File: src/rtl/conv_sched_pkg.sv
// rtl/conv_sched_pkg.sv - shared types and constants for the convolutional subblock scheduler
package conv_sched_pkg;

    localparam int SMALL_BYTES = 132;
    localparam int LARGE_BYTES = 768;
    localparam int CNT_W       = 10;

    typedef enum logic [2:0] {
        IDLE    = 3'd0,
        READ    = 3'd1,
        CAPTURE = 3'd2,
        SEND0   = 3'd3,
        SEND1   = 3'd4,
        SEND2   = 3'd5,
        FINISH  = 3'd6
    } state_e;

    localparam logic [1:0] STREAM_0 = 2'd0;
    localparam logic [1:0] STREAM_1 = 2'd1;
    localparam logic [1:0] STREAM_2 = 2'd2;

endpackage

File: src/rtl/conv_sched_byte_counter.sv
// rtl/conv_sched_byte_counter.sv - per-block byte counter with loadable limit and last flag
module conv_sched_byte_counter #(
    parameter int W = 10
) (
    input  logic         clk,
    input  logic         reset,
    input  logic         load,
    input  logic [W-1:0] limit_in,
    input  logic         clear,
    input  logic         inc,
    output logic [W-1:0] count,
    output logic         last
);

    logic [W-1:0] limit_q;

    always_ff @(posedge clk) begin
        if (reset) begin
            limit_q <= '0;
            count   <= '0;
        end else begin
            if (load)
                limit_q <= limit_in;
            if (clear)
                count <= '0;
            else if (inc)
                count <= count + W'(1);
        end
    end

    // With limit 0 (after reset) limit-1 is all ones, so last stays low
    assign last = (count == (limit_q - W'(1)));

endmodule

File: src/rtl/conv_subblock_scheduler.sv
// rtl/conv_subblock_scheduler.sv - reads the three encoder FIFOs per block and serialises d0/d1/d2 bytes
module conv_subblock_scheduler
    import conv_sched_pkg::*;
(
    input  logic       clk,
    input  logic       reset,
    input  logic       enc_done,
    input  logic       enc_length,
    input  logic       enc_empty,
    input  logic [7:0] q0,
    input  logic [7:0] q1,
    input  logic [7:0] q2,
    output logic       rdreq_subblock,
    output logic [7:0] out_data,
    output logic [1:0] out_stream,
    output logic       out_valid,
    input  logic       out_ready,
    output logic       out_sob,
    output logic       out_eob,
    output logic       busy,
    output logic       blk_done,
    output logic       err
);

    state_e             state, state_n;
    logic               pend_q, pend_n;
    logic               pend_len_q, pend_len_n;
    logic               err_n;
    logic [7:0]         buf0, buf1, buf2;
    logic               start, start_len, inc;
    logic [CNT_W-1:0]   count;
    logic               last;

    always_ff @(posedge clk) begin
        if (reset) begin
            state      <= IDLE;
            pend_q     <= 1'b0;
            pend_len_q <= 1'b0;
            err        <= 1'b0;
            buf0       <= '0;
            buf1       <= '0;
            buf2       <= '0;
        end else begin
            state      <= state_n;
            pend_q     <= pend_n;
            pend_len_q <= pend_len_n;
            err        <= err_n;
            if (state == CAPTURE) begin
                buf0 <= q0;
                buf1 <= q1;
                buf2 <= q2;
            end
        end
    end

    conv_sched_byte_counter #(.W(CNT_W)) u_cnt (
        .clk      (clk),
        .reset    (reset),
        .load     (start),
        .limit_in (start_len ? CNT_W'(LARGE_BYTES) : CNT_W'(SMALL_BYTES)),
        .clear    (start),
        .inc      (inc),
        .count    (count),
        .last     (last)
    );

    always_comb begin
        state_n        = state;
        pend_n         = pend_q;
        pend_len_n     = pend_len_q;
        err_n          = err;
        start          = 1'b0;
        start_len      = enc_length;
        inc            = 1'b0;
        rdreq_subblock = 1'b0;
        out_valid      = 1'b0;
        out_data       = '0;
        out_stream     = STREAM_0;
        out_sob        = 1'b0;
        out_eob        = 1'b0;
        busy           = 1'b0;
        blk_done       = 1'b0;

        // A queued request wins over a fresh enc_done, which then becomes the new queued one
        if (state == IDLE) begin
            if (pend_q) begin
                start      = 1'b1;
                start_len  = pend_len_q;
                pend_n     = enc_done;
                pend_len_n = enc_length;
            end else if (enc_done) begin
                start = 1'b1;
            end
            if (start)
                state_n = READ;
        end else if (enc_done) begin
            if (pend_q) begin
                err_n = 1'b1;
            end else begin
                pend_n     = 1'b1;
                pend_len_n = enc_length;
            end
        end

        case (state)
            IDLE: ;
            READ: begin
                busy = 1'b1;
                if (enc_empty) begin
                    err_n    = 1'b1;
                    blk_done = 1'b1;
                    state_n  = IDLE;
                end else begin
                    rdreq_subblock = 1'b1;
                    state_n        = CAPTURE;
                end
            end
            CAPTURE: begin
                busy    = 1'b1;
                state_n = SEND0;
            end
            SEND0: begin
                busy       = 1'b1;
                out_valid  = 1'b1;
                out_data   = buf0;
                out_stream = STREAM_0;
                out_sob    = (count == '0);
                if (out_ready)
                    state_n = SEND1;
            end
            SEND1: begin
                busy       = 1'b1;
                out_valid  = 1'b1;
                out_data   = buf1;
                out_stream = STREAM_1;
                if (out_ready)
                    state_n = SEND2;
            end
            SEND2: begin
                busy       = 1'b1;
                out_valid  = 1'b1;
                out_data   = buf2;
                out_stream = STREAM_2;
                out_eob    = last;
                if (out_ready) begin
                    inc     = 1'b1;
                    state_n = last ? FINISH : READ;
                end
            end
            FINISH: begin
                blk_done = 1'b1;
                state_n  = IDLE;
            end
            default: state_n = IDLE;
        endcase
    end

endmodule

File: config.mk
export PLATFORM = sky130hd
export DESIGN_NAME = conv_subblock_scheduler
export DESIGN_NICKNAME = d
export VERILOG_FILES = /design/src/rtl/conv_sched_pkg.sv /design/src/rtl/conv_sched_byte_counter.sv /design/src/rtl/conv_subblock_scheduler.sv
export SDC_FILE = /design/constraint.sdc
export NUM_CORES = 1
export LEC_CHECK = 0
export ABC_CLOCK_PERIOD_IN_PS = 1950
export BUFFER_PORTS_ARGS = -buffer_cell sky130_fd_sc_hd__buf_2
export CAP_MARGIN = 10
export CORE_MARGIN = 2
export CORE_UTILIZATION = 52
export CTS_BUF_LIST = sky130_fd_sc_hd__clkbuf_4 sky130_fd_sc_hd__clkbuf_8
export CTS_CLUSTER_DIAMETER = 120
export DETAILED_ROUTE_END_ITERATION = 6
export PLACE_DENSITY = 0.86
export RECOVER_POWER = 50
export SYNTH_ARGS = -nofsm -noshare
export SYNTH_HDL_FRONTEND = slang
export SYNTH_HIERARCHICAL = 1
export SYNTH_SLANG_ARGS = --single-unit
File: constraint.sdc
create_clock -name clk -period 1.95 [get_ports clk]
set_input_delay 0.0975 -clock clk [delete_from_list [all_inputs] [get_ports clk]]
set_output_delay 0.0975 -clock clk [all_outputs]
set_load 0.05 [all_outputs]
## Word level (Yosys, flattened, before mapping)

Index checks and enable logic that the tools add are counted.

| operators by class | value |
|---|---|
| add/sub/neg operators | 2 |
| reductions and logical operators | 7 |
| muxes and demuxes | 38 |
| eq/ne operators | 8 |

Operators with widths:

| cell | number |
|---|---|
| 1-bit 2-to-1 mux | 26 |
| 8-bit case mux with 3 select lines | 1 |
| 3-bit 2-to-1 mux | 6 |
| 3-bit case mux with 6 select lines | 1 |
| 10-bit by 1-bit adder with 10-bit output, second input constant | 1 |
| 10-bit == test | 1 |
| 10-bit logical NOT | 1 |
| 10-bit 2-to-1 mux | 1 |
| 10-bit by 1-bit subtractor with 10-bit output, second input constant | 1 |
| 3-bit == test, second input constant | 3 |
| 3-bit by 2-bit == test with 1-bit output, second input constant | 2 |
| 5-bit OR reduction | 1 |
| 2-bit case mux with 2 select lines | 1 |
| 3-bit by 1-bit == test with 1-bit output, second input constant | 1 |
| 3-bit logical NOT | 1 |
| 3-bit OR reduction | 1 |
| 2-bit 2-to-1 mux | 1 |
| 2-bit inequality test, second input constant | 1 |
| 1-bit case mux with 2 select lines | 1 |
| 2-bit AND reduction | 1 |
| 2-bit nonzero test | 1 |
| 2-bit OR reduction | 1 |

| storage, ports and cells | value |
|---|---|
| register bits after elaboration | 50 |
| word-level logic and storage cells | 64 |

## Longest topological paths before layout

Gate-level depths: netlist (run 1).

| depth | value |
|---|---|
| depth after elaboration | 7 |
| depth in mapped cells | 10 |
| depth with buffers taken out | 10 |

## By module

Netlist (run 1), hierarchy kept.

By module, submodules not included:

| module | cells an instance | area each (um^2) | sequential area each (um^2) | times used |
|---|---|---|---|---|
| conv_subblock_scheduler | 187 | 1478.9 | 600.6 | 1 |
| conv_sched_byte_counter | 126 | 1092.3 | 400.4 | 1 |

## Worst setup path after synthesis (run 1)

No wires, ideal clock.

| timing | value |
|---|---|
| kind | register to output |
| start point | register u_cnt.limit_q[0] |
| end point | output port out_eob |
| stages on the path, launching flop included | 9 |
| setup slack | -0.218 ns |
| buffers on the path | 0 |
| required time | 1.852 ns |
| arrival | 2.071 ns |
| cell sequence | dfxtp_1 -> inv_1 -> ha_1 -> or3b_4 -> nor3_2 -> xnor2_1 -> nor4_1 -> and4_1 -> and3_1 |

| on the way | value |
|---|---|
| longest elaborated chain between the ends | 3 |

RTL lines:

| what | RTL line | source |
|---|---|---|
| from (decl) | conv_sched_byte_counter.sv:15 | `logic [W-1:0] limit_q;` |
| from (signal assigned) | conv_sched_byte_counter.sv:23 | `limit_q <= limit_in;` |
| 10-bit by 1-bit subtractor with 10-bit output | conv_sched_byte_counter.sv:32 | `assign last = (count == (limit_q - W'(1)));` |
| 10-bit == test | conv_sched_byte_counter.sv:32 |  |
| via last | conv_subblock_scheduler.sv:32 | `logic last;` |
| 1-bit 2-to-1 mux | conv_subblock_scheduler.sv:105 | `case (state)` |
| to (decl) | conv_subblock_scheduler.sv:19 | `output logic out_eob,` |

The timed path passes the listed nets, and every way through them passes these cells.

## Worst setup path in the final report (run 1)

| timing | value |
|---|---|
| start point | register u_cnt.limit_q[2] |
| end point | output port out_eob |

Same word-level chain as after synthesis.

==> results_dict.tcl, run 1 <==
set metrics [dict create \
    drcViolationCount 0 \
    place_hpwl_mm 4.292 \
    synth_cell_type_count 51 \
    violations "setup timing" \
    p_leak_nw 1.297 \
    critPathSlowestCell "or4_4" \
    worst_pin_slew_ns 0.7280 \
    cp_num_buf_inv 1 \
    rsz0062_at_grt "yes" \
    num-nets-final 407 \
    cp_data_required_time_ns 1.85 \
    synth_top_area_share_pct 38.93 \
    io_pins 47 \
    synth_ff_type "dfxtp_1" \
    place_area_um2 3003 \
    period_minus_slack_ns 2.403 \
    grt-ovfl-total 0 \
    status "finished, violations left" \
    critPathMaxStageDelay_ns 0.60 \
    period_share_pct 123.2 \
    first_pass_iters 4 \
    pwr_density_cell_nw_per_um2 779.7 \
    worstSetupPathType "reg -> out" \
    yosysMostFrequentCell "nand2_1" \
    crit_family "simple AND/OR/NAND/NOR gates" \
    clock_latency_ns 0.31 \
    synth-seq-cells 50 \
    arrival_ns 2.31 \
    grt_max_degree 31 \
    synth_area_leaders "dfxtp_1 39%, nand2_1 8.8%, a21oi_1 6.2%" \
    grt_usage_pct 23.45 \
    wl_per_cell_um 14.19 \
    synth_top_area_cell "dfxtp_1" \
    drv_slew 0 \
    die_w_um 74.32 \
    fin_area_um2 3181 \
    fin_worst_skew_ns 0.008611 \
    areaGrowthSynthToFinish_pct 23.70 \
    cp_cell_sequence "or4_4, nor2_2, nand3_1, a21oi_2, and4_1, and3_2, buf_8" \
    fp-row-count 25 \
    p_int_mw 1.655 \
    setup_viol 4 \
    yosysWarnings 6 \
    cap_viol_max_count 0 \
    drive_above_1_share_pct 28.46 \
    grt_pass1_wl_mm 10.03 \
    finalHoldViolations 0 \
    start_util_pct 54.08 \
    vias 2437 \
    antenna_found_initial 0 \
    slew-limit-headroom_pct 51.46 \
    clkTransAtPathRegs_ns 0.11 \
    holdWs_ns 0.007190 \
    clockPowerShare_pct 26.5 \
    fmax_mhz 416.2 \
    die_h_um 74.32 \
    synthArstFlopShare_pct 0 \
    antenna_cells 0 \
    ys_seq_area_share_pct 38.93 \
    synthTopCellsByCount "60 x nand2_1, 50 x dfxtp_1, 32 x a21oi_1" \
    path_max_fanout 5 \
    gp_congestion 0.8206 \
    grt_pass1_vias 2164 \
    end_kind "output pin" \
    root_buffer "clkbuf_8" \
    startpoint_type "register" \
    fin_ws_ns -0.4528 \
    netlist_area_um2 2571 \
    cts_tree "yes" \
    netSwitchingFraction_pct 33.28 \
    via_per_inst 5.501 \
    vdd_drop_max_uv 534.7 \
    holdBufCountCts 0 \
    cts_max_path_buffers 2 \
    wirelength_mm 6.287 \
    die_area_um2 5523 \
    portBuffers 46 \
    min_path_type "in -> reg" \
    power_frac_comb_pct 27.7 \
    core-area_um2 4755 \
    cts.sink_count 50 \
    pwr-share-seq_pct 45.8 \
    final_util_pct 66.89 \
    ant_nets 0 \
    cts_buffers 5 \
    drt_iter0_drc 153 \
    syn_area_per_cell_um2 8.215 \
    synthCells 313 \
    cts_max_level 2 \
    synth_edf_count 0 \
    power.switching_mw 0.8254 \
    power_mw 2.480 \
]
## power by group through the flow
stage	clock, mW	combinational [mW]	sequential [mW]
after global placement	0	0.604	1.15
after detailed placement	0	0.621	1.16
after CTS	0.673	0.655	1.14
final	0.657	0.686	1.14
after global routing	0.722	0.743	1.14
after floorplan	0	0.441	1.16
## placed cells by master (no fill, tap or decap), types with 2 or more instances in the layout
cell type and count:
nand2_1 60, dfxtp_1 46, buf_2 43, a21oi_1 30, nor2_1 25, buf_4 25, a22o_1 16, mux2i_1 13
xnor2_1 12, xor2_1 8, nand3_1 6, conb_1 6, clkbuf_8 5, nor3_1 4, o21ai_0 4, and3_1 3
dfxtp_2 3, nand4_1 3, and2b_1 2, nor3b_2 2, a21o_1 2, and2_1 2, o21ai_1 2, nor4_1 2
and4_1 2, o21ai_2 2, o2bb2ai_1 2, a221oi_2 2, inv_1 2, a31oi_1 2, inv_2 2, or4_4 2
a21oi_2 2, or3_1 2
## worst paths after layout
kind,from,slack (ns),end,cells after the start
worst max-delay path,u_cnt/limit_q[2],-0.45,out_eob,7
worst min-delay path,q0[5],0.007,buf0[5],3
worst max register to register,u_cnt/limit_q[2],-0.36,state[1],9
worst min register to register,buf2[1],0.46,buf2[1],2
## cells by family (layout without fill, tap and decap cells)
family	count (synthesis)	in the layout	synth area share (%)
AND/OR/NAND/NOR	128	128	24.38
AO/OA/AOI/OAI	72	72	18.69
flip-flops	50	50	38.93
buffers and inverters	26	84	4.574
XOR/XNOR	20	20	6.813
multiplexers	14	14	5.499
adder cells (fa/ha/maj)	2	2	0.9731
other	1	6	0.1458
## worst min-delay path, cell delays in order
cell	delay (ns)
buf_2	0.09
nand2_1	0.04
a21oi_1	0.05
## metal layers
| metal | vias up | wire length [µm] | track usage, % |
|---|---|---|---|
| met3 | 20 | 352 | 3.930 |
| met1 | 1123 | 2704 | 30.82 |
| met4 | 0 | 191 | 9.921 |
| li1 | 1202 | - | - |
| met5 | - | 0 | 0 |
| met2 | 92 | 3039 | 38.29 |
## repair_timing
action,4_1_cts,5_1_grt
pin swaps,2,1
endpoints found under the setup margin,14,13
buffers inserted,2,0
gates resized for setup,12,8
## state kept, by name, indices dropped and copies added (netlist names)
name	cells
buf0	8
pend_len_q	1
buf2	8
u_cnt/limit_q	10
state	3
pend_q	1
buf1	8
u_cnt/count	10
err	1
## final cells by class
cell class	count	area (µm²)
multi-input combinational	242	1535
tap	67	83.83
clock buffer	5	68.82
fill	399	1574
timing repair buffer	72	440.4
sequential	50	1008
clock inverter	3	28.78
inverter	4	15.01
## stage by stage
stage / setup WS, ns / cells / TNS [ns]
2_1_floorplan: -0.1279 / 318 / -0.2639
3_3_place_gp: -0.1331 / 433 / -0.3928
3_5_place_dp: -0.2454 / 433 / -0.7454
4_1_cts: -0.4489 / 443 / -1.201
5_1_grt: -0.5250 / 443 / -1.541
6_report: -0.4528 / 443 / -1.256
(Power assumes the default switching activity.)
==> inputs of run 2 (changes only) <==
--- a/config.mk
+++ b/config.mk
@@ -9,11 +9,10 @@
 export BUFFER_PORTS_ARGS = -buffer_cell sky130_fd_sc_hd__buf_2
 export CAP_MARGIN = 10
 export CORE_MARGIN = 2
-export CORE_UTILIZATION = 52
-export CTS_BUF_LIST = sky130_fd_sc_hd__clkbuf_4 sky130_fd_sc_hd__clkbuf_8
+export CORE_UTILIZATION = 50
 export CTS_CLUSTER_DIAMETER = 120
 export DETAILED_ROUTE_END_ITERATION = 6
-export PLACE_DENSITY = 0.86
+export PLACE_DENSITY = 0.84
 export RECOVER_POWER = 50
 export SYNTH_ARGS = -nofsm -noshare
 export SYNTH_HDL_FRONTEND = slang
==> run 2 against run 1 <==
- the run still ends with setup timing left
- die area grew 3.8%
- cell count grew 0.68%
- routed wire length shrank 4.3%
- combinational power shrank 7.3%
- sequential share of layout area grew 0.30 points
- first-iteration DRC count shrank 7.8%
- critical path depth grew 1
- worst hold slack gained 0.011 ns
- setup slack gained 0.041 ns
- final area shrank 0.83%
- utilization shrank 4.3 points
- clock skew grew 0.0048 ns
- critical endpoint unchanged
- highest routed layer unchanged
==> results_dict.tcl, run 2 (same netlist as run 1, synthesis figures left out) <==
set metrics [dict create \
    status "finished, violations left" \
    violations "setup timing" \
    clkTransAtPathRegs_ns 0.10 \
    rrSetupSlack_ns -0.34 \
    final_cell_mix "60 x nand2_1, 45 x dfxtp_1, 39 x buf_2" \
    die_area_um2 5732 \
    clock_latency_ns 0.31 \
    holdBufCountCts 0 \
    met1_length_mm 2.622 \
    worstSetupPathType "reg -> out" \
    power.switching_mw 0.7701 \
    wirelength_mm 6.014 \
    cp_cell_sequence "buf_4, or4_4, nor2_1, nand3_1, a21oi_1, and4_1, and3_2, buf_8" \
    fin_cells 446 \
    root_buffer "clkbuf_8" \
    fin_ws_ns -0.4122 \
    vdd_drop_max_uv 564.3 \
    ant_nets 0 \
    cts_max_level 2 \
    critPathMaxStageDelay_ns 0.46 \
    startpoint_type "register" \
    grt_pass1_wl_mm 9.328 \
    cts.sink_count 50 \
    period_minus_slack_ns 2.362 \
    drive_above_1_share_pct 26.86 \
    place_hpwl_mm 4.342 \
    highest_layer "met4" \
    grt-ovfl-total 0 \
    finalHoldViolations 0 \
    dp.cells 436 \
    netSwitchingFraction_pct 31.78 \
    hold_start "q1[3]" \
    cts_buffers 5 \
    p_leak_nw 1.285 \
    regArea_um2 1010 \
    grt_max_degree 25 \
    arrival_ns 2.26 \
    core-area_um2 5042 \
    drt_iter0_drc 141 \
    antenna_found_initial 0 \
    cap_viol_max_count 0 \
    final_common_cell "nand2_1" \
    end_kind "output pin" \
    io_pins 47 \
    pwr_density_cell_nw_per_um2 768.3 \
    p_int_mw 1.653 \
    worst_pin_slew_ns 0.5929 \
    critPathSlowestCell "or4_4" \
    areaGrowthSynthToFinish_pct 22.68 \
    cts_tree "yes" \
    period_share_pct 121.1 \
    fin_worst_skew_ns 0.01340 \
    whs_endpoint "buf1[3]" \
    cp_num_buf_inv 2 \
    crit_family "simple AND/OR/NAND/NOR gates" \
    gp_congestion 0.8873 \
    grt_pass1_vias 2115 \
    antenna_cells 0 \
    clockPowerShare_pct 27.0 \
    setup_viol 4 \
    pwr-share-seq_pct 46.8 \
    nFillCells 423 \
    drv_slew 0 \
    fp-row-count 26 \
    cts_max_path_buffers 2 \
    r2r-start "u_cnt/limit_q[1]" \
    rr_endpoint "state[1]" \
    via_per_inst 5.395 \
    cp_data_required_time_ns 1.85 \
    drcViolationCount 0 \
    multi_input_area_um2 1508 \
    met3_length_um 308 \
    min_path_type "in -> reg" \
    reg2reg_depth 10 \
    power_frac_comb_pct 26.2 \
    start_util_pct 50.99 \
    min_delay_path_depth 3 \
    first_pass_iters 4 \
    rsz0062_at_grt "yes" \
    fmax_mhz 423.3 \
    portBuffers 46 \
    path_max_fanout 5 \
    power_mw 2.423 \
    reg.largest.list "u_cnt/count (10), u_cnt/limit_q (10)" \
    die_h_um 75.71 \
    vias 2406 \
    slew-limit-headroom_pct 60.65 \
    wl_per_cell_um 13.48 \
    num-nets-final 407 \
    grt_usage_pct 21.01 \
    route.met2.wl_mm 3.037 \
    die_w_um 75.71 \
]
run 2: final cells by class:
class                           count  share of cell area (%)
Tap cell                           70                   2.777
Multi-Input combinational cell    242                   47.80
Inverter                            4                  0.4760
Clock inverter                      2                  0.5553
Clock buffer                        6                   2.618
Sequential cell                    50                   32.01
Timing Repair Buffer               72                   13.76
run 2: worst max-delay path by stage:
stage	from	endpoint	slack (ns)	cells after the start
after floorplan	u_cnt/limit_q[0]	state[1]	-0.13	10
after global placement	u_cnt/limit_q[0]	state[1]	-0.15	10
after detailed placement	u_cnt/limit_q[0]	state[1]	-0.24	10
after CTS	u_cnt/limit_q[0]	out_eob	-0.35	9
after global routing	u_cnt/limit_q[0]	out_eob	-0.48	9
final	u_cnt/limit_q[1]	out_eob	-0.41	8
run 2: power groups by stage:
stage / registers (mW) / clock network (mW) / logic [mW]
floorplan: 1.16 / 0 / 0.441
finish: 1.13 / 0.654 / 0.636
global placement: 1.15 / 0 / 0.600
CTS: 1.13 / 0.665 / 0.632
global route: 1.14 / 0.708 / 0.689
detailed placement: 1.16 / 0 / 0.620
run 2: layer usage:
metal  up-vias  GRT usage [%]
met5         -              0
met4         0          7.018
met3        10          4.101
met2        68          35.75
met1      1121          26.77
li1       1207              -
run 2: what timing repair did:
| action | 4_1_cts | 5_1_grt |
|---|---|---|
| gates resized for setup | 10 | 8 |
| pin swaps | 2 | 0 |
| setup endpoints to repair | 11 | 14 |
| setup buffers | 2 | 0 |
| cloned | 0 | 0 |
run 2: stage by stage:
stage               util [%]  worst slack, ns  instance area, µm²  hold WS [ns]  TNS, ns
finish                 62.56          -0.4122                3154       0.01847   -1.075
global route           62.56          -0.4849                3154       0.01722   -1.541
CTS                    62.46          -0.3535                3149       0.01261  -0.9107
detailed placement     59.63          -0.2421                3007        0.3458  -0.6308
global placement       59.63          -0.1485                3007        0.3372  -0.3855
floorplan                  -          -0.1279                2611        0.2335  -0.2639
run 2: worst min-delay path, delay by kind of cell:
family | cells | cell delay [ns]
compound gates | 1 | 0.05
buf+inv | 1 | 0.09
simple gates | 1 | 0.05
==> inputs of run 3 (changes only) <==
--- a/config.mk
+++ b/config.mk
@@ -9,10 +9,11 @@
 export BUFFER_PORTS_ARGS = -buffer_cell sky130_fd_sc_hd__buf_2
 export CAP_MARGIN = 10
 export CORE_MARGIN = 2
-export CORE_UTILIZATION = 50
+export CORE_UTILIZATION = 35
 export CTS_CLUSTER_DIAMETER = 120
 export DETAILED_ROUTE_END_ITERATION = 6
-export PLACE_DENSITY = 0.84
+export GPL_ROUTABILITY_DRIVEN = 0
+export PLACE_DENSITY = 0.64
 export RECOVER_POWER = 50
 export SYNTH_ARGS = -nofsm -noshare
 export SYNTH_HDL_FRONTEND = slang
==> run 3 against run 2 <==
- highest routed layer unchanged
- sequential share of layout area is 0.64 points lower
- largest power group unchanged
- die area grew 40%
- setup slack improved by 0.013 ns
- combinational power grew 0.8%
- the flow still finishes with violations (setup timing)
- via count is 1.4% lower
- non-clock buffer count increased by 2
==> results_dict.tcl, run 3 (same netlist as run 1, synthesis figures left out) <==
set metrics [dict create \
    p_leak_nw 1.299 \
    io_pins 47 \
    arrival_ns 2.25 \
    first_pass_iters 4 \
    clkTransAtPathRegs_ns 0.10 \
    p_int_mw 1.753 \
    start_util_pct 35.83 \
    pwr_density_cell_nw_per_um2 782.2 \
    grt_pass1_vias 2170 \
    crit_start "u_cnt/limit_q[1]" \
    clockPowerShare_pct 29.6 \
    rr_endpoint "state[1]" \
    cts_buffers 5 \
    fp-row-count 31 \
    core-area_um2 7176 \
    worstSetupPathType "reg -> out" \
    violations "setup timing" \
    power.switching_mw 0.7615 \
    cts_tree "yes" \
    wirelength_mm 6.007 \
    rrSetupSlack_ns -0.33 \
    root_buffer "clkbuf_8" \
    power_frac_comb_pct 25.5 \
    vias 2372 \
    startpoint_type "register" \
    antenna_cells 0 \
    grt_pass1_wl_mm 10.03 \
    cts_max_path_buffers 2 \
    hold_start "q1[5]" \
    status "finished, violations left" \
    grt_usage_pct 14.94 \
    ant_nets 0 \
    period_share_pct 120.5 \
    die_area_um2 8048 \
    cap_viol_max_count 0 \
    grt_max_degree 33 \
    fin_worst_skew_ns 0.009653 \
    fmax_mhz 425.6 \
    antenna_found_initial 0 \
    slew-limit-headroom_pct 60.37 \
    netSwitchingFraction_pct 30.29 \
    reg2reg_depth 10 \
    reg.largest.list "u_cnt/count (10), u_cnt/limit_q (10)" \
    setup_viol 4 \
    min_path_type "in -> reg" \
    rsz0062_at_grt "yes" \
    drive_above_1_share_pct 26.72 \
    path_max_fanout 5 \
    clock_latency_ns 0.31 \
    holdBufCountCts 0 \
    grt-ovfl-total 0 \
    cts.sink_count 50 \
    vdd_drop_max_uv 389.7 \
    pwr-share-seq_pct 44.9 \
    r2r-start "u_cnt/limit_q[1]" \
    drv_slew 0 \
    via_per_inst 4.973 \
    areaGrowthSynthToFinish_pct 25.01 \
    fin_area_um2 3214 \
    portBuffers 46 \
    wl_per_cell_um 12.59 \
    min_delay_path_depth 3 \
    finalHoldViolations 0 \
    drt_iter0_drc 109 \
    worst_pin_slew_ns 0.5970 \
    fin_ws_ns -0.3995 \
    num-nets-final 409 \
    drcViolationCount 0 \
    die_h_um 89.71 \
    whs_endpoint "buf1[5]" \
    final_common_cell "nand2_1" \
    period_minus_slack_ns 2.350 \
    place_area_um2 3043 \
    end_kind "output pin" \
    holdWs_ns 0.01570 \
    final_cell_mix "60 x nand2_1, 46 x dfxtp_1, 40 x buf_2" \
    cp_data_required_time_ns 1.85 \
    cts_max_level 2 \
    die_w_um 89.71 \
    place_hpwl_mm 4.353 \
]
[run 3: area by class of cell]
class	instances	area, µm²
multi-input cells	242	1511
repair buffers	74	442.9
fillers	752	3961
well taps	99	123.9
clock buffers	5	68.82
clock inverters	3	43.79
inverters	4	15.01
flip-flops and latches	50	1008
[run 3: power groups by stage]
stage / logic (mW) / registers, mW / clock network [mW]
global route: 0.703 / 1.14 / 0.799
global placement: 0.612 / 1.15 / 0
detailed placement: 0.624 / 1.15 / 0
CTS: 0.628 / 1.13 / 0.765
floorplan: 0.441 / 1.16 / 0
finish: 0.641 / 1.13 / 0.745
[run 3: metal layers]
metal / part of all wire, % / GRT usage, % / routed length (µm) / vias up
met3: 3.0 / 2.934 / 180 / 4
li1: - / - / - / 1208
met2: 48 / 24.18 / 2868 / 31
met1: 48 / 19.94 / 2888 / 1129
met5: 0 / 0 / 0 / -
met4: 1.1 / 5.385 / 69 / 0
[run 3: worst max-delay path by stage]
stage                    end  slack, ns  depth (start not counted)
global placement    state[1]      -0.18                         10
CTS                  out_eob      -0.39                          8
global route         out_eob      -0.47                          8
detailed placement  state[1]      -0.26                         10
finish               out_eob      -0.40                          8
floorplan           state[1]      -0.13                         10
[run 3: what timing repair did]
action	4_1_cts	5_1_grt
pin swaps	2	2
setup buffers	1	3
gates resized for setup	7	7
setup endpoints to repair	13	12
[run 3: critical path, cell delays in order (launching register included)]
cell	delay (ns)
dfxtp_2	0.33
buf_4	0.14
or4_4	0.46
o21ai_2	0.15
o311ai_2	0.11
a21oi_1	0.18
and4_1	0.24
and3_2	0.20
buf_8	0.14
[run 3: per-stage QoR]
step	util (%)	total power, mW	cells	setup TNS [ns]	worst slack, ns
6_report	44.80	2.514	477	-1.025	-0.3995
5_1_grt	44.80	2.640	477	-1.425	-0.4746
4_1_cts	44.36	2.524	474	-1.126	-0.3851
3_5_place_dp	42.41	1.778	465	-0.6941	-0.2641
3_3_place_gp	42.41	1.764	465	-0.4902	-0.1782
2_1_floorplan	-	1.599	318	-0.2639	-0.1279
